$ cat src/rtl/counter_seq_pkg.sv
// counter_seq_pkg
// Shared definitions for the counter sequencer slice: command opcodes,
// FSM state encoding and the default counter width.
// No ports (package).

package counter_seq_pkg;

  localparam int DEFAULT_WIDTH = 4;

  // Command opcodes carried on cmd_op.
  localparam logic [1:0] OP_UP     = 2'b00;
  localparam logic [1:0] OP_DOWN   = 2'b01;
  localparam logic [1:0] OP_BOUNCE = 2'b10;
  localparam logic [1:0] OP_CLEAR  = 2'b11;

  // Sequencer FSM states.
  typedef enum logic [2:0] {
    ST_IDLE     = 3'd0,
    ST_RUN_UP   = 3'd1,
    ST_RUN_DOWN = 3'd2,
    ST_BNC_UP   = 3'd3,
    ST_BNC_DOWN = 3'd4
  } state_e;

endpackage

$ cat src/rtl/counter_sequencer_if.sv
// counter_sequencer_if
// Command channel between a caller and the counter sequencer.
//   cmd_valid : caller has a command on cmd_op/cmd_limit
//   cmd_ready : sequencer is idle and will take the command
//   cmd_op    : opcode (see counter_seq_pkg)
//   cmd_limit : target / turn-around value
//   abort     : cancel the running command
// Handshake: a command transfers on a rising clock edge where cmd_valid and
// cmd_ready are both 1. The caller keeps cmd_valid, cmd_op and cmd_limit
// stable until that edge; cmd_valid seen while cmd_ready is 0 is neither
// acted on nor remembered.
// Modports: master = caller side, slave = sequencer side.

interface counter_sequencer_if #(
  parameter int WIDTH = 4
) ();

  logic             cmd_valid;
  logic             cmd_ready;
  logic [1:0]       cmd_op;
  logic [WIDTH-1:0] cmd_limit;
  logic             abort;

  modport master (
    output cmd_valid,
    output cmd_op,
    output cmd_limit,
    output abort,
    input  cmd_ready
  );

  modport slave (
    input  cmd_valid,
    input  cmd_op,
    input  cmd_limit,
    input  abort,
    output cmd_ready
  );

endinterface

$ cat src/rtl/counter_step_unit.sv
// counter_step_unit
// The shared up/down counter register. Only the sequencer drives it.
// Ports:
//   clock   : rising-edge clock
//   clear_b : asynchronous active-high reset (count -> 0)
//   step_en : advance the count by one this edge
//   up      : direction of the step (1 = +1, 0 = -1)
//   clr     : synchronous clear to 0 (wins over step_en)
//   count   : current value, arithmetic modulo 2^WIDTH

module counter_step_unit
  import counter_seq_pkg::*;
#(
  parameter int WIDTH = DEFAULT_WIDTH
) (
  input  logic             clock,
  input  logic             clear_b,
  input  logic             step_en,
  input  logic             up,
  input  logic             clr,
  output logic [WIDTH-1:0] count
);

  logic [WIDTH-1:0] count_q;
  logic [WIDTH-1:0] count_d;

  // Plain +/-1 on a WIDTH-bit vector gives the modulo wrap for free.
  always_comb begin
    count_d = count_q;
    if (clr) begin
      count_d = '0;
    end else if (step_en) begin
      count_d = up ? (count_q + WIDTH'(1)) : (count_q - WIDTH'(1));
    end
  end

  always_ff @(posedge clock or posedge clear_b) begin
    if (clear_b) begin
      count_q <= '0;
    end else begin
      count_q <= count_d;
    end
  end

  assign count = count_q;

endmodule

$ cat src/rtl/counter_sequencer.sv
// counter_sequencer
// Command-driven controller for the shared up/down counter. Takes one
// command at a time (UP, DOWN, BOUNCE, CLEAR), steps the counter until the
// limit is reached, then pulses done for one cycle. abort cancels a running
// command and pulses aborted instead.
// Ports:
//   clock      : rising-edge clock
//   clear_b    : asynchronous active-high reset
//   cmd        : command channel (counter_sequencer_if.slave)
//   count      : current counter value
//   dir_up     : 1 while stepping up
//   busy       : command in progress
//   done       : one-cycle completion pulse
//   aborted    : one-cycle cancellation pulse
//   state_dbg  : current FSM state (debug visibility)
// Build option:
//   COUNTER_SEQ_PRESCALE_EN : when defined, the counter steps once every
//   PRESCALE cycles instead of every cycle; abort still acts on the next edge.

module counter_sequencer
  import counter_seq_pkg::*;
#(
  parameter int WIDTH    = DEFAULT_WIDTH,
  parameter int PRESCALE = 4
) (
  input  logic               clock,
  input  logic               clear_b,
  counter_sequencer_if.slave cmd,
  output logic [WIDTH-1:0]   count,
  output logic               dir_up,
  output logic               busy,
  output logic               done,
  output logic               aborted,
  output logic [2:0]         state_dbg
);

  localparam logic [2:0] S_IDLE     = 3'(ST_IDLE);
  localparam logic [2:0] S_RUN_UP   = 3'(ST_RUN_UP);
  localparam logic [2:0] S_RUN_DOWN = 3'(ST_RUN_DOWN);
  localparam logic [2:0] S_BNC_UP   = 3'(ST_BNC_UP);
  localparam logic [2:0] S_BNC_DOWN = 3'(ST_BNC_DOWN);

  if (PRESCALE < 1) begin : g_bad_prescale
    $error("counter_sequencer: PRESCALE must be >= 1");
  end

  logic [2:0]       state_q,     state_d;
  logic [WIDTH-1:0] limit_q,     limit_d;
  logic             done_q,      done_d;
  logic             aborted_q,   aborted_d;
  logic             cmd_ready_q, cmd_ready_d;

  logic             accept;
  logic             step_tick;
  logic             step_en;
  logic             step_up;
  logic             cnt_clr;
  logic             going_up;
  logic [WIDTH-1:0] target;
  logic [WIDTH-1:0] stepped;

  assign accept = cmd.cmd_valid && cmd_ready_q;

`ifdef COUNTER_SEQ_PRESCALE_EN
  localparam int PS_W = (PRESCALE > 1) ? $clog2(PRESCALE) : 1;

  logic [PS_W-1:0] ps_q, ps_d;

  // A step happens on the edge where the prescaler wraps back to zero.
  assign step_tick = (ps_q == PS_W'(PRESCALE - 1));

  // Prescaler only runs while a command is active; it restarts from zero on
  // acceptance (IDLE holds it at zero) and after an abort.
  always_comb begin
    ps_d = ps_q;
    if (state_q == S_IDLE || cmd.abort) begin
      ps_d = '0;
    end else if (step_tick) begin
      ps_d = '0;
    end else begin
      ps_d = ps_q + PS_W'(1);
    end
  end

  always_ff @(posedge clock or posedge clear_b) begin
    if (clear_b) begin
      ps_q <= '0;
    end else begin
      ps_q <= ps_d;
    end
  end
`else
  assign step_tick = 1'b1;
`endif

  // BNC_DOWN always heads for zero; every other running state heads for the
  // latched limit.
  assign going_up = (state_q == S_RUN_UP) || (state_q == S_BNC_UP);
  assign target   = (state_q == S_BNC_DOWN) ? '0 : limit_q;
  assign stepped  = going_up ? (count + WIDTH'(1)) : (count - WIDTH'(1));

  always_comb begin
    state_d   = state_q;
    limit_d   = limit_q;
    done_d    = 1'b0;
    aborted_d = 1'b0;
    step_en   = 1'b0;
    step_up   = 1'b0;
    cnt_clr   = 1'b0;

    case (state_q)
      S_IDLE: begin
        // abort is deliberately not looked at here.
        if (accept) begin
          limit_d = cmd.cmd_limit;
          case (cmd.cmd_op)
            OP_UP:     state_d = S_RUN_UP;
            OP_DOWN:   state_d = S_RUN_DOWN;
            // A zero turn-around point means there is no up phase at all.
            OP_BOUNCE: state_d = (cmd.cmd_limit == '0) ? S_BNC_DOWN : S_BNC_UP;
            default: begin
              cnt_clr = 1'b1;
              done_d  = 1'b1;
            end
          endcase
        end
      end

      S_RUN_UP, S_RUN_DOWN, S_BNC_UP, S_BNC_DOWN: begin
        if (cmd.abort) begin
          // Abort wins even over a step that would have finished the command.
          state_d   = S_IDLE;
          aborted_d = 1'b1;
        end else if (step_tick) begin
          if (count != target) begin
            step_en = 1'b1;
            step_up = going_up;
          end
          // Finish either without stepping (already there) or on the step
          // that lands on the target.
          if ((count == target) || (stepped == target)) begin
            if (state_q == S_BNC_UP) begin
              state_d = S_BNC_DOWN;
            end else begin
              state_d = S_IDLE;
              done_d  = 1'b1;
            end
          end
        end
      end

      default: begin
        state_d = S_IDLE;
      end
    endcase

    cmd_ready_d = (state_d == S_IDLE);
  end

  always_ff @(posedge clock or posedge clear_b) begin
    if (clear_b) begin
      state_q     <= S_IDLE;
      limit_q     <= '0;
      done_q      <= 1'b0;
      aborted_q   <= 1'b0;
      cmd_ready_q <= 1'b0;
    end else begin
      state_q     <= state_d;
      limit_q     <= limit_d;
      done_q      <= done_d;
      aborted_q   <= aborted_d;
      cmd_ready_q <= cmd_ready_d;
    end
  end

  counter_step_unit #(
    .WIDTH (WIDTH)
  ) u_step (
    .clock   (clock),
    .clear_b (clear_b),
    .step_en (step_en),
    .up      (step_up),
    .clr     (cnt_clr),
    .count   (count)
  );

  assign cmd.cmd_ready = cmd_ready_q;
  assign dir_up        = going_up;
  assign busy          = (state_q != S_IDLE);
  assign done          = done_q;
  assign aborted       = aborted_q;
  assign state_dbg     = state_q;

endmodule

$ cat src/flat_wrapper.sv
// flat-port wrapper written by rule: the top's interface ports become plain ports
module counter_sequencer_flat import counter_seq_pkg::*;
#(
  parameter int WIDTH    = DEFAULT_WIDTH,
  parameter int PRESCALE = 4
)
  (clock, clear_b, count, dir_up, busy, done, aborted, state_dbg, cmd_cmd_valid, cmd_cmd_op, cmd_cmd_limit, cmd_abort, cmd_cmd_ready);
  counter_sequencer_if #(.WIDTH(WIDTH)) cmd_i ();
  input  logic clock;
  input  logic clear_b;
  output logic [WIDTH-1:0] count;
  output logic dir_up;
  output logic busy;
  output logic done;
  output logic aborted;
  output logic [2:0] state_dbg;
  input wire logic [$bits(cmd_i.cmd_valid)-1:0] cmd_cmd_valid;
  input wire logic [$bits(cmd_i.cmd_op)-1:0] cmd_cmd_op;
  input wire logic [$bits(cmd_i.cmd_limit)-1:0] cmd_cmd_limit;
  input wire logic [$bits(cmd_i.abort)-1:0] cmd_abort;
  output wire logic [$bits(cmd_i.cmd_ready)-1:0] cmd_cmd_ready;
  assign cmd_i.cmd_valid = cmd_cmd_valid;
  assign cmd_i.cmd_op = cmd_cmd_op;
  assign cmd_i.cmd_limit = cmd_cmd_limit;
  assign cmd_i.abort = cmd_abort;
  assign cmd_cmd_ready = cmd_i.cmd_ready;
  counter_sequencer #(.WIDTH(WIDTH), .PRESCALE(PRESCALE)) u_core (.clock(clock), .clear_b(clear_b), .cmd(cmd_i), .count(count), .dir_up(dir_up), .busy(busy), .done(done), .aborted(aborted), .state_dbg(state_dbg));
endmodule
$ cat config.mk
export PLATFORM = sky130hd
export DESIGN_NAME = counter_sequencer_flat
export DESIGN_NICKNAME = d
export VERILOG_FILES = /design/src/rtl/counter_seq_pkg.sv /design/src/rtl/counter_sequencer_if.sv /design/src/rtl/counter_step_unit.sv /design/src/rtl/counter_sequencer.sv /design/src/flat_wrapper.sv
export SDC_FILE = /design/constraint.sdc
export NUM_CORES = 1
export LEC_CHECK = 0
export ABC_AREA = 0
export CELL_PAD_IN_SITES_DETAIL_PLACEMENT = 0
export CELL_PAD_IN_SITES_GLOBAL_PLACEMENT = 1
export CORE_MARGIN = 2
export CORE_UTILIZATION = 38
export CTS_CLUSTER_DIAMETER = 50
export DETAILED_ROUTE_END_ITERATION = 12
export GPL_TIMING_DRIVEN = 0
export PLACE_DENSITY_LB_ADDON = 0.1
export SYNTH_ARGS = -nofsm -noshare
export SYNTH_HDL_FRONTEND = slang
export SYNTH_HIERARCHICAL = 1
export SYNTH_SLANG_ARGS = --single-unit
$ cat constraint.sdc
create_clock -name clock -period 3.45 [get_ports clock]
set_input_delay 0.5175 -clock clock [delete_from_list [all_inputs] [get_ports clock]]
set_output_delay 0.5175 -clock clock [all_outputs]
set_load 0.03 [all_outputs]
==> flow_metrics.env <==
export IMPL_status="finished clean"
export IMPL_drc=0
export IMPL_cts_resized=0
export IMPL_final_nets=156
export IMPL_synth_top_area_share=0.322
export IMPL_setup_viol=0
export IMPL_grtUsageTotal=0.157
export IMPL_grt_pass1_vias=916
export IMPL_ctsHoldBuffers=0
export IMPL_arrival_ns=3.42
export IMPL_min_path_type="primary input to async pin"
export IMPL_antenna_found_initial=0
export IMPL_synth_fp_nets=130
export IMPL_startpoint_type="flip-flop"
export IMPL_synth_edf_count=0
export IMPL_io_pins=22
export IMPL_critical_path_class="flip-flop to flip-flop"
export IMPL_cts_buffers=3
export IMPL_start_util=0.398
export IMPL_diodes=0
export IMPL_max_freq_ghz=0.307
export IMPL_synth_top_area_cell="dfrtp_1"
export IMPL_drt_wirelength_per_cell_microns=14.0
export IMPL_layout_drive_gt1_share=0.128
export IMPL_vias=908
export IMPL_dp_hpwl_microns=1980
export IMPL_via_per_inst=5.28
export IMPL_syn_area_sq_mm=0.00109
export IMPL_gp_congestion=0.719
export IMPL_syn2layout_area_growth_pct=26.2
export IMPL_dr_pass1_iters=4
export IMPL_min_period_ns=3.26
export IMPL_worstPathRequired_ns=3.61
export IMPL_yosys_warnings=6
export IMPL_hold_viol=0
export IMPL_worstMarginPinSlew_ns=0.418
export IMPL_cp_max_fo=8
export IMPL_p_leak_nw=0.576
export IMPL_num_rows=19
export IMPL_synth_area_top_cells="dfrtp_1 32%, xnor2_1 5.6%, nor2_1 4.5%"
export IMPL_synthArstFlopShare=1.00
export IMPL_ys_flop_type="dfrtp_1"
export IMPL_maxCapViolCount=0
export IMPL_ant_nets=0
export IMPL_portBuffers=21
export IMPL_seq_area_frac_synth=0.322
export IMPL_htreeDepth=1
export IMPL_cts_tree="yes"
export IMPL_relSlewSlack=0.721
export IMPL_rsz0062_at_grt="no"
export IMPL_grt_max_degree=11
export IMPL_powerDensity_mw_per_mm2=1010
export IMPL_die_area_sq_mm=0.00331
export IMPL_grt_pass1_wl_microns=4060
export IMPL_die_h_microns=57.5
export IMPL_cts_root_buf="clkbuf_4"
export IMPL_die_width_microns=57.5
export IMPL_clk_path_buf_depth=2
export IMPL_drv_slew=0
export IMPL_tns_ns=0
export IMPL_layout_worst_path_cycle_share=0.945
export IMPL_final_cell_mix="21 x clkdlybuf4s50_1, 14 x dfrtp_1, 13 x nor2_1, 12 x inv_1"
export IMPL_grt_overflow_total=0
export IMPL_dpl_cell_area_sq_mm=0.00134
export IMPL_fin_area_sq_mm=0.00137
export IMPL_ir_worst_vdd_uv=471
export IMPL_hold_ws_ns=0.448
export IMPL_worstSetupEndpointType="flip-flop"
export IMPL_clock_sinks=14
export IMPL_worstSkewPairLatency_ns=0.27
export IMPL_synthDistinctLibCells=45
export IMPL_drt_iter0_markers=15
export IMPL_mostFrequentLayoutCell="clkdlybuf4s50_1"
export IMPL_clock_skew_ns=0.00313
export IMPL_wl_microns=2410
export IMPL_worst_setup_hold_path_clk_slew_ns=0.08
export IMPL_coreArea_sq_mm=0.00273
export IMPL_ys_ff_latch=14
export IMPL_synthCells=116
export IMPL_syn_area_per_cell_sq_um=9.37
flip-flops by register name, indices dropped and copies added, names as in the netlist:
name,cells
u_core/limit_q,4
u_core/done,1
u_core/cmd.cmd_ready,1
u_core/state_dbg,3
u_core/u_step/count,4
u_core/aborted,1
worst max-delay path, stage by stage, from the launching register on:
cell	delay [ns]
dfrtp_1	0.40
buf_6	0.14
or3b_1	0.36
buf_6	0.15
nand2_4	0.08
xnor2_4	0.14
a2111oi_4	0.09
or2_1	0.26
nor2_1	0.23
inv_1	0.12
ha_1	0.29
a21o_1	0.19
a21oi_2	0.14
mux2i_1	0.22
mux2_1	0.33
where the power goes:
group	internal, mW	switching (mW)	total, mW
clock	0.0641	0.0492	0.113
sequential	0.234	0.114	0.349
combinational	0.432	0.496	0.929
final cells by class:
class	instances	area, sq um
fillers	272	1360
multi-input cells	84	652
flip-flops and latches	14	350
repair buffers	21	210
inverters	13	48.8
well taps	31	38.8
clock buffers	4	36.3
plain buffers	5	36.3
repair_timing:
item                                    4_1_cts  5_1_grt
buffers inserted                              0        0
endpoints found under the setup margin        0        1
hold endpoints to repair                      0        0
cells in the mapped netlist, types with 2 or more instances:
cell type,number
o21ai_0,3
nor2b_1,2
buf_6,2
o22ai_1,2
ha_1,3
nand2_1,7
nor3_1,2
inv_1,12
nor4_1,2
a21oi_1,3
dfrtp_1,14
xnor2_1,7
mux2_2,4
o32ai_1,2
a222oi_1,2
buf_2,2
nor2_1,13
mux2i_1,4
o2bb2ai_1,2
nand3_1,3
per-layer routing:
layer  track usage  vias to the layer above  wire length (microns)
li1              -                      465                      -
met1         0.207                      427                   1140
met2         0.269                       14                   1190
met3        0.0204                        2                     65
met4        0.0399                        0                     17
met5             0                        -                      0
stage by stage:
stage | util | total power [mW] | setup WS (ns) | std cells
after CTS | 0.502 | 1.41 | 0.124 | 172
after detailed placement | 0.489 | 1.29 | 0.153 | 168
final | 0.502 | 1.39 | 0.189 | 172
after global placement | 0.489 | 1.27 | 0.220 | 168
after global routing | 0.502 | 1.50 | 0.00438 | 172
after floorplan | - | 1.03 | 0.239 | 116
final timing paths:
| check | from | endpoint | slack, ns | depth (start not counted) |
|---|---|---|---|---|
| max reg2reg | u_core/state_dbg[1] | u_core/u_step/count[3] | 0.19 | 14 |
| max in group asynchronous | clear_b | u_core/limit_q[1] | 2.63 | 2 |
| min | clear_b | u_core/u_step/count[3] | 0.45 | 2 |
| max | u_core/state_dbg[1] | u_core/u_step/count[3] | 0.19 | 14 |
| min in group clock | u_core/limit_q[0] | u_core/limit_q[0] | 0.60 | 1 |
| min reg2reg | u_core/limit_q[0] | u_core/limit_q[0] | 0.60 | 1 |
cells by family after synthesis:
family,synth area share
xor gates and xnor gates,0.0898
AOI/OAI and AO/OA,0.211
adders and majority gates,0.0529
muxes,0.0886
and+or+nand+nor,0.158
buffers and inverters,0.0782
DFF,0.322
Power figures use the tool's default switching activity.
